<file path="config.mk">
export PLATFORM = sky130hd
export DESIGN_NAME = iq_unpack
export DESIGN_NICKNAME = d
export VERILOG_FILES = /design/src/rtl/fm_radio_pkg.sv /design/src/rtl/iq_unpack.sv
export SDC_FILE = /design/constraint.sdc
export NUM_CORES = 1
export LEC_CHECK = 0
export CAP_MARGIN = 15
export CORE_MARGIN = 10
export CORE_UTILIZATION = 40
export CTS_BUF_LIST = sky130_fd_sc_hd__clkbuf_2
export DETAILED_ROUTE_END_ITERATION = 8
export PLACE_DENSITY = 0.77
export SLEW_MARGIN = 10
export SYNTH_ARGS = -nofsm -noshare
export SYNTH_HDL_FRONTEND = slang
export SYNTH_SLANG_ARGS = --single-unit
</file>
<file path="constraint.sdc">
create_clock -name clock -period 2.85 [get_ports clock]
set_input_delay 0.57 -clock clock [delete_from_list [all_inputs] [get_ports clock]]
set_output_delay 0.57 -clock clock [all_outputs]
set_load 0.05 [all_outputs]
</file>
<file path="src/rtl/fm_radio_pkg.sv">
// Shared FM radio constants and fixed-point helpers.
// Stream width defaults and sample quantization.
package fm_radio_pkg;

    localparam int FM_DATA_WIDTH = 32;
    localparam int FM_BYTE_WIDTH = 8;
    localparam int FM_BITS       = 10;

    // Sign-extend a 16-bit sample, then scale into fixed point (wraps).
    function automatic logic [FM_DATA_WIDTH-1:0] QUANTIZE(
        input logic [15:0] v
    );
        logic [FM_DATA_WIDTH-1:0] e;
        e = {{(FM_DATA_WIDTH-16){v[15]}}, v};
        return e << FM_BITS;
    endfunction

endpackage

</file>
<file path="src/rtl/iq_unpack.sv">
// Unpacks a byte stream of I_lo,I_hi,Q_lo,Q_hi into
// paired fixed-point I and Q FIFO writes.
module iq_unpack
    import fm_radio_pkg::*;
#(
    parameter int DATA_WIDTH = FM_DATA_WIDTH,
    parameter int BYTE_WIDTH = FM_BYTE_WIDTH,
    parameter int BITS       = FM_BITS
) (
    input  logic                  clock,
    input  logic                  reset,
    input  logic [BYTE_WIDTH-1:0] in_dout,
    input  logic                  in_empty,
    output logic                  in_rd_en,
    output logic [DATA_WIDTH-1:0] i_out,
    output logic                  i_wr_en,
    input  logic                  i_full,
    output logic [DATA_WIDTH-1:0] q_out,
    output logic                  q_wr_en,
    input  logic                  q_full
);

    localparam int SW = 2 * BYTE_WIDTH;

    typedef enum logic {
        READ,
        WRITE
    } state_t;

    state_t                      state_q, state_d;
    logic [1:0]                  cnt_q, cnt_d;
    logic [3:0][BYTE_WIDTH-1:0]  bytes_q, bytes_d;

    logic [SW-1:0]               i_raw, q_raw;
    logic [DATA_WIDTH-1:0]       i_ext, q_ext;
    logic [DATA_WIDTH-1:0]       i_quant, q_quant;

    assign i_raw   = {bytes_q[1], bytes_q[0]};
    assign q_raw   = {bytes_q[3], bytes_q[2]};
    assign i_ext   = {{(DATA_WIDTH-SW){i_raw[SW-1]}}, i_raw};
    assign q_ext   = {{(DATA_WIDTH-SW){q_raw[SW-1]}}, q_raw};
    assign i_quant = i_ext << BITS;
    assign q_quant = q_ext << BITS;

    always_ff @(posedge clock) begin
        if (reset) begin
            state_q <= READ;
            cnt_q   <= '0;
            bytes_q <= '0;
        end else begin
            state_q <= state_d;
            cnt_q   <= cnt_d;
            bytes_q <= bytes_d;
        end
    end

    always_comb begin
        state_d  = state_q;
        cnt_d    = cnt_q;
        bytes_d  = bytes_q;
        in_rd_en = 1'b0;
        i_wr_en  = 1'b0;
        q_wr_en  = 1'b0;
        i_out    = '0;
        q_out    = '0;
        if (!reset) begin
            unique case (state_q)
                READ: begin
                    if (!in_empty) begin
                        in_rd_en       = 1'b1;
                        bytes_d[cnt_q] = in_dout;
                        cnt_d          = cnt_q + 2'd1;
                        if (cnt_q == 2'd3) begin
                            state_d = WRITE;
                        end
                    end
                end
                WRITE: begin
                    // I and Q always leave together
                    if (!i_full && !q_full) begin
                        i_wr_en = 1'b1;
                        q_wr_en = 1'b1;
                        i_out   = i_quant;
                        q_out   = q_quant;
                        state_d = READ;
                    end
                end
                default: state_d = READ;
            endcase
        end
    end

endmodule

</file>
==> out/results.ini <==
[outcome]
run_status=complete, no violations

[clocking]
clock_sink_total=35
clock_tree_from_tritoncts=built
postCtsResizedCells=0
clk_pin_slew_worst_paths_ps=200
clk-insertion-delay-late_ps=390
root_buffer_cell=sky130_fd_sc_hd__clkbuf_2
clock_tree.buffer_depth=2
cts_hold_buffers=0
ctsHtreeMaxLevel=2
cts_setup_buffers=0
numCtsBuffers=5

[critical_path]
critical-path-max-stage-delay_ps=470
worst-setup-path-type=in2out
cp.required_ps=2280
start_kind=input pin
worst_ep_arrival_time_ps=2080
critical-path-slowest-cell=sky130_fd_sc_hd__clkdlybuf4s50_1
critPathCaptureType=primary output
critical_path.n_buffers_inverters=3
crit_path_cell_trace=clkdlybuf4s50_1 -> nor4b_4 -> buf_4 -> and2_1 -> buf_12
crit_family=buffers and inverters
cp_max_fo=16

[die]
dieWidth_um=90.3
io_pins=80
die_h_um=90.3
placementRows=25
fp.coreArea_um2=4750
die-area_um2=8150
floorplan.initialDensity=0.415

[placed_design]
place_congestion=0.773
placement.io_buffers=59
detailed_place_hpwl_mm=3.52
post_dp_cell_area_um2=2930
placed_cells=311
placement.setup.worst_slack_ps=216

[synthesis]
synth_top_area_share=0.355
synthesis.area_um2=1970
yosysWarningCount=0
yosysUniqueCellTypes=20
synthesis.area_per_instance_um2=9.58
synth.largest_area_cell=sky130_fd_sc_hd__dfxtp_1
ys_seq_elements=35
fraction_of_the_yosys_area_taken_by_sequential_cells=0.355
syn-instance-count=206
netlist_top_cells_area=sky130_fd_sc_hd__dfxtp_1, sky130_fd_sc_hd__mux2i_1, sky130_fd_sc_hd__nand2b_1, sky130_fd_sc_hd__buf_4, sky130_fd_sc_hd__and2_1

[final_layout]
fin_area_um2=3000
area_growth_syn_to_layout_pct=51.8
multi_input_area_um2=1000
fill_cells=382
finalNetCount=268
antenna-diode-count=0
fraction_of_final_layout_cells_with_drive_strength_greater_than_1=0.254
layoutNonFillerInstCount=319
area.sequential_um2=701

[global_routing]
grt_max_degree=45
antenna_found_initial=0
grt_pass1_vias=1417
grt_usage=0.107
overflow=0
grt_first_pass_wirelength_mm=7.18

[timing]
final-setup-viol-count=0
final.period_utilization=0.928
fmax_mhz=378
post-route-worst-setup-slack_ps=205
final.min_clock_period_ps=2650
rsz0062_at_grt=no
timing_hold_violations_final=0
slew_violations=0
worst_pin_slew_ps=525
fin_setup_tns_ps=0
worst_slew_margin_rel=0.650
clock-skew-final_ps=20.4
fin_hold_ws_ps=486

[drt]
num_vias=1362
final_antenna_net_count=0
wl_per_cell_um=14.1
mean_number_of_vias_per_cell=4.27
detailedRoute.firstIterationViolations=58
firstDrtPassIters=4
final_wirelength_mm=4.50
detail_route.drc_violations=0

[min_path]
hold_class=reg2reg

[power_and_ir_drop]
ir_drop_uv=206
power_density_over_cell_area_nw_per_um2=333
p_leak_nw=1.31

[job]
cap_violations=0

-- registers in the layout, summed over array words and instances (netlist names) --
register and cells:
bytes_q 32, cnt_q 2, state_q 1
-- synthesized netlist by cell type --
library cell and n:
sky130_fd_sc_hd__o21ai_0 3, sky130_fd_sc_hd__mux2i_1 32, sky130_fd_sc_hd__and2_1 32, sky130_fd_sc_hd__or3b_1 3
sky130_fd_sc_hd__nor4b_4 1, sky130_fd_sc_hd__buf_4 33, sky130_fd_sc_hd__nor3_1 1, sky130_fd_sc_hd__buf_6 4
sky130_fd_sc_hd__dfxtp_1 35, sky130_fd_sc_hd__buf_2 3, sky130_fd_sc_hd__ha_1 4, sky130_fd_sc_hd__nor3b_1 1
sky130_fd_sc_hd__inv_1 2, sky130_fd_sc_hd__clkbuf_1 4, sky130_fd_sc_hd__a21oi_1 3, sky130_fd_sc_hd__or3b_2 1
sky130_fd_sc_hd__clkbuf_2 2, sky130_fd_sc_hd__nand2b_1 40, sky130_fd_sc_hd__or3_2 1, sky130_fd_sc_hd__conb_1 1
-- per-stage QoR --
step                total power, W   util
global placement          0.000680  0.616
floorplan                 0.000670      -
detailed placement        0.000683  0.616
finish                    0.000999  0.630
CTS                        0.00100  0.630
global route               0.00104  0.630
-- cells by family after synthesis --
kind of cell,synth area share
other cells,0.00190
flops,0.355
compound gates,0.0152
mux,0.162
simple gates,0.268
fa+ha+maj,0.0253
buf+inv,0.172
-- metal layers --
metal  global-route usage  routed length (um)  up-vias
met4               0.0477                  57        0
met5                    0                   0        -
li1                     -                   -      687
met1                0.107                1760      623
met2                0.186                2270       46
met3               0.0515                 407        6
-- worst register-to-register path, stage by stage, from the launching register on --
cell and delay (ps):
sky130_fd_sc_hd__dfxtp_1 430, sky130_fd_sc_hd__ha_1 170, sky130_fd_sc_hd__or3b_1 590, sky130_fd_sc_hd__mux2i_1 200
-- layout make-up --
type | count | share of cell area
timing repair buffer | 65 | 0.377
multi-input combinational | 142 | 0.335
sequential | 35 | 0.234
tap | 67 | 0.0280
clock inverter | 3 | 0.0146
clock buffer | 5 | 0.00835
inverter | 2 | 0.00251
-- final timing paths --
| path | depth (start not counted) | from | to | slack [ps] |
|---|---|---|---|---|
| worst max-delay path | 5 | reset | i_out[20] | 200 |
| worst min-delay path | 2 | bytes_q[27] | bytes_q[27] | 490 |
| worst max register to register | 3 | cnt_q[0] | bytes_q[31] | 1370 |
| worst min register to register | 2 | bytes_q[27] | bytes_q[27] | 490 |
-- where the power goes --
group | switching [W] | total [W] | internal [W]
combinational | 0.000103 | 0.000154 | 0.0000516
clock | 0.000177 | 0.000326 | 0.000149
sequential | 0.0000102 | 0.000519 | 0.000509
-- placed cells by master, fill, tap and decap left out, types with 2 or more instances in the layout --
master                            netlist  final
sky130_fd_sc_hd__buf_12                 0     49
sky130_fd_sc_hd__or3b_1                 3      3
sky130_fd_sc_hd__clkdlybuf4s50_1        0     12
sky130_fd_sc_hd__and2_1                32     32
sky130_fd_sc_hd__mux2i_1               32     32
sky130_fd_sc_hd__o21ai_0                3      3
sky130_fd_sc_hd__nand2b_1              40     40
sky130_fd_sc_hd__buf_4                 33      4
sky130_fd_sc_hd__ha_1                   4      4
sky130_fd_sc_hd__clkbuf_2               2      5
sky130_fd_sc_hd__a21oi_1                3      3
sky130_fd_sc_hd__dfxtp_1               35     35
sky130_fd_sc_hd__inv_1                  2      2
sky130_fd_sc_hd__conb_1                 1     20
(Power assumes the default switching activity.)
